==> src/rtl/axi_s0_pkg.sv <==
// Shared definitions for the s0 AXI slave port, used by both the read- and write-channel FSMs.
// Holds state encodings, burst/response codes and default bus widths.
package axi_s0_pkg;

  localparam int AXI_ID_W   = 4;
  localparam int AXI_ADDR_W = 32;

  typedef enum logic [3:0] {
    ST_INIT     = 4'b0001,
    ST_AW_READY = 4'b0010,
    ST_W_DATA   = 4'b0100,
    ST_B_RESP   = 4'b1000
  } wr_state_e;

  localparam logic [1:0] BURST_FIXED = 2'b00;
  localparam logic [1:0] BURST_INCR  = 2'b01;
  localparam logic [1:0] BURST_WRAP  = 2'b10;

  localparam logic [1:0] RESP_OKAY   = 2'b00;
  localparam logic [1:0] RESP_SLVERR = 2'b10;

  // Only FIXED and INCR are accepted; WRAP and the reserved code 2'b11 get SLVERR.
  function automatic logic burst_supported(input logic [1:0] burst);
    return (burst == BURST_FIXED) || (burst == BURST_INCR);
  endfunction

endpackage

==> src/rtl/axi_wr_addr_gen.sv <==
// Beat address register for the s0 write channel.
// Loads the AW address and advances it per accepted beat for INCR bursts only.
module axi_wr_addr_gen
  import axi_s0_pkg::*;
#(
  parameter int ADDR_W = AXI_ADDR_W
) (
  input  logic              clk,
  input  logic              reset_n,
  input  logic              clear,
  input  logic              load,
  input  logic [ADDR_W-1:0] load_addr,
  input  logic              step,
  input  logic [2:0]        size,
  input  logic [1:0]        burst,
  output logic [ADDR_W-1:0] addr
);

  logic [ADDR_W-1:0] addr_q;

  always_ff @(posedge clk or negedge reset_n) begin
    if (!reset_n) begin
      addr_q <= '0;
    end else if (clear) begin
      addr_q <= '0;
    end else if (load) begin
      addr_q <= load_addr;
    end else if (step && (burst == BURST_INCR)) begin
      // Wraps naturally at 2^ADDR_W.
      addr_q <= addr_q + (ADDR_W'(1) << size);
    end
  end

  assign addr = addr_q;

endmodule

==> src/rtl/axi_wr_fsm.sv <==
// AXI4 write-channel slave controller for port s0: one burst at a time, W beats pushed
// straight into the input FIFO, one B response per burst.
//
// state       | meaning
// ------------+-------------------------------------------------------------
// ST_INIT     | after reset; clears burst registers, no handshakes
// ST_AW_READY | idle, awready high, waiting for a write address
// ST_W_DATA   | burst open, accepting W beats while the FIFO has room
// ST_B_RESP   | bvalid high with registered id/resp, waiting for bready
module axi_wr_fsm
  import axi_s0_pkg::*;
#(
  parameter int ID_W   = AXI_ID_W,
  parameter int ADDR_W = AXI_ADDR_W
) (
  input  logic              clk,
  input  logic              reset_n,
  input  logic [ID_W-1:0]   axs_s0_awid,
  input  logic [ADDR_W-1:0] axs_s0_awaddr,
  input  logic [7:0]        axs_s0_awlen,
  input  logic [2:0]        axs_s0_awsize,
  input  logic [1:0]        axs_s0_awburst,
  input  logic              axs_s0_awvalid,
  output logic              axs_s0_awready,
  input  logic              axs_s0_wlast,
  input  logic              axs_s0_wvalid,
  output logic              axs_s0_wready,
  output logic [ID_W-1:0]   axs_s0_bid,
  output logic [1:0]        axs_s0_bresp,
  output logic              axs_s0_bvalid,
  input  logic              axs_s0_bready,
  input  logic              in_fifo_full,
  output logic              in_fifo_push,
  output logic [ADDR_W-1:0] wr_addr
);

  wr_state_e         state_q, state_d;
  logic [ID_W-1:0]   id_q;
  logic [7:0]        remaining_q;
  logic [2:0]        size_q;
  logic [1:0]        burst_q;
  logic              err_q;
  logic              aw_acc;
  logic              beat_acc;
  logic              last_beat;
  logic              addr_clear;
  logic              addr_step;

  assign aw_acc    = (state_q == ST_AW_READY) && axs_s0_awvalid;
  assign beat_acc  = (state_q == ST_W_DATA) && axs_s0_wvalid && !in_fifo_full;
  // A burst ends on the counted final beat or on an early wlast, whichever comes first.
  assign last_beat = (remaining_q == 8'd0) || axs_s0_wlast;

  always_ff @(posedge clk or negedge reset_n) begin
    if (!reset_n) begin
      state_q <= ST_INIT;
    end else begin
      state_q <= state_d;
    end
  end

  always_comb begin
    state_d = state_q;
    case (state_q)
      ST_INIT:     state_d = ST_AW_READY;
      ST_AW_READY: if (axs_s0_awvalid) state_d = ST_W_DATA;
      ST_W_DATA:   if (beat_acc && last_beat) state_d = ST_B_RESP;
      ST_B_RESP:   if (axs_s0_bready) state_d = ST_AW_READY;
      default:     state_d = ST_INIT;
    endcase
  end

  always_comb begin
    axs_s0_awready = 1'b0;
    axs_s0_wready  = 1'b0;
    in_fifo_push   = 1'b0;
    axs_s0_bvalid  = 1'b0;
    axs_s0_bid     = '0;
    axs_s0_bresp   = RESP_OKAY;
    addr_clear     = 1'b0;
    addr_step      = 1'b0;
    case (state_q)
      ST_INIT: addr_clear = 1'b1;
      ST_AW_READY: axs_s0_awready = 1'b1;
      ST_W_DATA: begin
        axs_s0_wready = !in_fifo_full;
        in_fifo_push  = beat_acc;
        addr_step     = beat_acc && !last_beat;
      end
      ST_B_RESP: begin
        axs_s0_bvalid = 1'b1;
        axs_s0_bid    = id_q;
        axs_s0_bresp  = err_q ? RESP_SLVERR : RESP_OKAY;
      end
      default: ;
    endcase
  end

  always_ff @(posedge clk or negedge reset_n) begin
    if (!reset_n) begin
      id_q        <= '0;
      remaining_q <= '0;
      size_q      <= '0;
      burst_q     <= '0;
      err_q       <= 1'b0;
    end else if (state_q == ST_INIT) begin
      id_q        <= '0;
      remaining_q <= '0;
      size_q      <= '0;
      burst_q     <= '0;
      err_q       <= 1'b0;
    end else if (aw_acc) begin
      id_q        <= axs_s0_awid;
      remaining_q <= axs_s0_awlen;
      size_q      <= axs_s0_awsize;
      burst_q     <= axs_s0_awburst;
      err_q       <= !burst_supported(axs_s0_awburst);
    end else if (beat_acc) begin
      if (!last_beat) begin
        remaining_q <= remaining_q - 8'd1;
      end else if ((remaining_q == 8'd0) != axs_s0_wlast) begin
        // Missing wlast on the counted last beat, or wlast before it.
        err_q <= 1'b1;
      end
    end
  end

  axi_wr_addr_gen #(
    .ADDR_W (ADDR_W)
  ) u_addr_gen (
    .clk       (clk),
    .reset_n   (reset_n),
    .clear     (addr_clear),
    .load      (aw_acc),
    .load_addr (axs_s0_awaddr),
    .step      (addr_step),
    .size      (size_q),
    .burst     (burst_q),
    .addr      (wr_addr)
  );

endmodule
==> config.mk <==
export PLATFORM = sky130hd
export DESIGN_NAME = axi_wr_fsm
export DESIGN_NICKNAME = d
export VERILOG_FILES = /design/src/rtl/axi_s0_pkg.sv /design/src/rtl/axi_wr_addr_gen.sv /design/src/rtl/axi_wr_fsm.sv
export SDC_FILE = /design/constraint.sdc
export NUM_CORES = 1
export LEC_CHECK = 0
export ABC_AREA = 1
export CAP_MARGIN = 15
export CORE_MARGIN = 5
export CORE_UTILIZATION = 39
export CTS_CLUSTER_DIAMETER = 200
export CTS_CLUSTER_SIZE = 14
export DETAILED_ROUTE_END_ITERATION = 10
export PLACE_DENSITY = 0.65
export SLEW_MARGIN = 20
export SYNTH_ARGS = -nofsm -noshare
export SYNTH_HDL_FRONTEND = slang
export SYNTH_SLANG_ARGS = --single-unit
==> constraint.sdc <==
create_clock -name clk -period 2.6 [get_ports clk]
set_input_delay 0.65 -clock clk [delete_from_list [all_inputs] [get_ports clk]]
set_output_delay 0.65 -clock clk [all_outputs]
set_load 0.01 [all_outputs]
# ---- After elaboration in Yosys (flattened, before gate mapping)
# Cells that the tools add are included.
dict set report totals {
  ff_bits 54
  inputBits 56
  output_inout_bits 42
  word_cells 73
}
dict set report op_classes {
  addsub 2
  n_eq_ne 11
  shifts 1
  n_mux 31
  reduce_logical 21
}
# cell count
set ops {}
lappend ops {{two-way mux 32 bit} 3}
lappend ops {{adder 32 bit} 1}
lappend ops {{two-way mux 8 bit} 4}
lappend ops {{<< shifter 1 x 3 -> 32 bit (first input constant)} 1}
lappend ops {{two-way mux 4 bit} 6}
lappend ops {{one-hot mux 4 bit (4 select lines)} 1}
lappend ops {{nonzero test 3 bit} 4}
lappend ops {{two-way mux 1 bit} 11}
lappend ops {{logical NOT 8 bit} 1}
lappend ops {{two-way mux 2 bit} 4}
lappend ops {{subtractor 8 x 1 -> 8 bit (second input constant)} 1}
lappend ops {{logical AND 1 bit} 6}
lappend ops {{two-way mux 3 bit} 2}
lappend ops {{AND reduction 3 bit} 2}
lappend ops {{equality test 2 x 1 -> 1 bit (second input constant)} 2}
lappend ops {{equality test 4 x 1 -> 1 bit (second input constant)} 1}
lappend ops {{equality test 4 x 2 -> 1 bit (second input constant)} 1}
lappend ops {{equality test 4 x 3 -> 1 bit (second input constant)} 1}
lappend ops {{equality test 4 bit (second input constant)} 1}
lappend ops {{inequality test 2 bit (second input constant)} 2}
lappend ops {{logical NOT 1 bit} 3}
lappend ops {{inequality test 3 x 2 -> 1 bit (second input constant)} 1}
lappend ops {{logical NOT 2 bit} 1}
lappend ops {{logical OR 1 bit} 2}
lappend ops {{other kinds (4)} 4}

# ---- Logic depth before layout (Yosys ltp)
dict set report depth {
  ltp_word 9
  mapped_depth 15
  depth_no_buf 15
}

# ---- Cells and area by module
# From an unflattened synthesis, not the netlist that was laid out.
dict set report unflattened {
  hier_cells 660
  hier_area_um2 4217.8
}
# mod n_inst cells_each area_each_um2 seq_area_each_um2
set by_module_without_submodules {}
lappend by_module_without_submodules {axi_wr_addr_gen 1 477 2856.5 800.8}
lappend by_module_without_submodules {axi_wr_fsm 1 183 1361.3 551.8}

# ---- Worst setup path after synthesis
# No wires, ideal clock.
dict set report synth_path {
  path_kind {register -> output}
  startpoint {reg state_q[0]}
  endpoint {out axs_s0_bid[0]}
  t_arrival_ns 1.344
  required_ns 1.950
  slack_ns 0.606
  path_stages_with_launch 6
  path_buffers 0
  path_cell_list {dfstp_2 > nor2_2 > inv_1 > nor3_1 > inv_1 > nor2_1}
}
dict set report synth_between {
  elab_chain_cells 2
}
# item line
set synth_lines {}
lappend synth_lines {{start, declared} axi_wr_fsm.sv:37} ;# wr_state_e state_q, state_d;
lappend synth_lines {{start signal, assigned} axi_wr_fsm.sv:58} ;# state_q <= state_d;
lappend synth_lines {{equality test 4 bit} axi_wr_fsm.sv:82} ;# case (state_q)
lappend synth_lines {{two-way mux 4 bit} axi_wr_fsm.sv:82}
lappend synth_lines {{end, declared} axi_wr_fsm.sv:28} ;# output logic [ID_W-1:0] axs_s0_bid,
# No other way between the ends.

# ---- Final worst setup path
dict set report layout_path {
  startpoint {in axs_s0_wvalid}
  endpoint {out in_fifo_push}
}
dict set report layout_between {
  elab_chain_cells 3
}
# item line
set layout_lines {}
lappend layout_lines {{start, declared} axi_wr_fsm.sv:26} ;# input logic axs_s0_wvalid,
lappend layout_lines {{logical AND 1 bit (2 in series)} axi_wr_fsm.sv:50} ;# assign beat_acc = (state_q == ST_W_DATA) && axs_s0_wvalid && !in_fifo_full;
lappend layout_lines {{two-way mux 1 bit} axi_wr_fsm.sv:82}
lappend layout_lines {{end, declared} axi_wr_fsm.sv:33} ;# output logic in_fifo_push,
# No other way between the ends.

==> impl_metrics.tcl <==
set metrics [dict create \
    synth_nets 707 \
    setup_viol 0 \
    critical_path.cell_chain "clkdlybuf4s50_1 -> inv_1 -> nor3_4 -> clkdlybuf4s50_1" \
    netlist_area_um2 4076 \
    finClkSkew_ns 0.006493 \
    grt_pass1_wl_um 19920 \
    status "finished clean" \
    path_delay_family "buffers and inverters" \
    relSlewSlack 0.6102 \
    arrival_ns 1.91 \
    worst_pin_slew_ns 0.5847 \
    vdd_drop_max_uv 557.3 \
    endpoint_kind "output pin" \
    firstDrtPassIters 4 \
    slowest_stage "clkdlybuf4s50_1" \
    tritoncts "built" \
    ys_types 38 \
    clk_path_buf_depth 2 \
    hold_viol_final 0 \
    drc_errors 0 \
    core_area_um2 10280 \
    fin_tns_setup_ns 0 \
    grt_start_max_net_pins 65 \
    drt_iter0_markers 240 \
    reg2reg_to "u_addr_gen.addr[16]" \
    port_buffers 96 \
    final_area_um2 5289 \
    fin_crit_ns 2.560 \
    row_count 37 \
    area_delta_synth_final_pct 29.74 \
    yosysWarningCount 0 \
    clock_latency_ns 0.32 \
    vias 4301 \
    diodes 0 \
    cts_hold_buf 0 \
    setup_ws_ns 0.03996 \
    cp-start-kind "input pin" \
    p_leak_nw 2.599 \
    dp_hpwl_um 8919 \
    startpoint "axs_s0_wvalid" \
    synth_seq_cells 54 \
    grt_use_total 0.1894 \
    clkTransAtPathRegs_ns 0.10 \
    syn-mean-instance-area_um2 6.379 \
    antenna_found_initial 0 \
    grt-ovfl-total 0 \
    ys_seq_area_frac 0.3318 \
    max_stage_delay_ns 0.56 \
    whs_ns 0.3159 \
    reg2reg_from "size_q[1]" \
    max_freq_mhz 390.6 \
    die_area_um2 12600 \
    initial_utilization 0.3966 \
    final_cell_mix "nand2_1 (202), clkdlybuf4s50_1 (94), nor2_1 (93)" \
    drive_above_1_share 0.04911 \
    hold_path_class "in2async" \
    maxCapViolCount 0 \
    fp.dieH_um 112.2 \
    fin_crit_sh 0.9846 \
    gp_congestion 0.8332 \
    cp_max_fo 2 \
    reg2reg_slack_ns 0.33 \
    grt_pass1_vias 4132 \
    ant_nets 0 \
    rsz0062_at_grt "false" \
    final_common_cell "nand2_1" \
    cts_num_sinks 54 \
    ff2ff_path_depth 11 \
    crit_type "in2out" \
    drv_slew 0 \
    crit_top_cell "clkdlybuf4s50_1" \
    wl_per_cell_um 13.59 \
    cp_num_buf_inv 3 \
    cts_max_level 2 \
    drt_wl_total_um 11810 \
    netlist_instances 639 \
    routed_via_density 4.949 \
    dpl_worst_slack_ns 0.03800 \
    placed_area_um2 5172 \
    fin_nets 800 \
    io_pins 98 \
    power_density_nw_per_um2 912.8 \
    die_w_um 112.2 \
    cts_root_buf "clkbuf_8" \
    crit_required_ns 1.95 \
    numCtsBuffers 5 \
]
[report_power, final]
group	switching (mW)	internal (mW)
clock network	0.309	0.215
logic	1.57	1.12
registers	0.437	1.18
[final cells by class]
class	count	area, um^2
timing repair buffer	102	1028
clock buffer	6	82.58
inverter	77	289.0
multi-input combinational	492	2354
tap	136	170.2
sequential	54	1353
fill	1067	4989
clock inverter	2	12.51
[synth_stat cells]
cell type	number	share of area
nor3_4	1	0.0040
dfstp_2	1	0.0064
inv_2	4	0.0037
nand3_2	2	0.0049
nand2_2	2	0.0031
o2111ai_1	1	0.0021
nand3b_1	9	0.017
o22ai_1	5	0.0077
clkbuf_1	5	0.0046
nand4_1	11	0.017
nand3_1	64	0.079
o21ai_0	25	0.031
o21ai_1	13	0.016
clkinv_1	1	0.00092
xor2_1	3	0.0064
or2_2	3	0.0046
nand2_8	1	0.0049
nand2_4	1	0.0028
or2_1	1	0.0015
nor4_1	1	0.0015
ha_1	11	0.034
nor2_1	93	0.086
buf_4	1	0.0018
nand2_1	203	0.19
buf_2	7	0.0086
mux2i_1	5	0.012
dfrtp_1	53	0.33
a21oi_1	12	0.015
buf_6	3	0.0083
and2_1	1	0.0015
nand4_2	1	0.0031
xnor2_1	1	0.0021
nor3_1	17	0.021
fa_1	1	0.0049
conb_1	1	0.00092
inv_1	72	0.066
o211ai_1	1	0.0018
nor2_2	2	0.0031
[registers in the layout, summed over array words and instances, names as in the netlist]
name and count:
remaining_q 8, state_q 4, u_addr_gen.addr 32, size_q 3
burst_q 2, id_q 4, err_q 1
[through the flow]
step	util	instances	total power, mW
2_1_floorplan	-	639	3.358
3_3_place_gp	0.5033	860	4.256
3_5_place_dp	0.5033	860	4.331
4_1_cts	0.5138	869	4.864
5_1_grt	0.5146	869	5.299
6_report	0.5146	869	4.828
[layer usage]
layer,part of all wire,track usage,vias up
li1,-,-,2222
met1,0.49,0.2661,1984
met2,0.46,0.3095,89
met3,0.045,0.03396,6
met4,0.0074,0.03365,0
met5,0,0,-
[worst max-delay path by stage]
stage / end / slack, ns / cells after the start
6_report: in_fifo_push / 0.04 / 4
5_1_grt: in_fifo_push / 0.005 / 4
4_1_cts: in_fifo_push / 0.04 / 4
3_5_place_dp: in_fifo_push / 0.04 / 4
3_3_place_gp: in_fifo_push / 0.06 / 4
2_1_floorplan: axs_s0_bid[0] / 0.61 / 5
[timing repair]
item | CTS | global route
endpoints found under the setup margin | 5 | 5
gates resized for setup | 1 | 3
setup buffers | 1 | 0
[kinds of logic (layout without fill, tap and decap cells)]
logic type,after synthesis,count (layout),share of synthesized area
simple gates,413,413,0.4405
buf+inv,93,187,0.09423
compound gates,57,57,0.07305
flops,54,54,0.3318
fa+ha+maj,12,12,0.03867
mux,5,5,0.01228
xor+xnor,4,4,0.008596
other cells,1,1,0.0009199
Power figures use the tool's default switching activity.
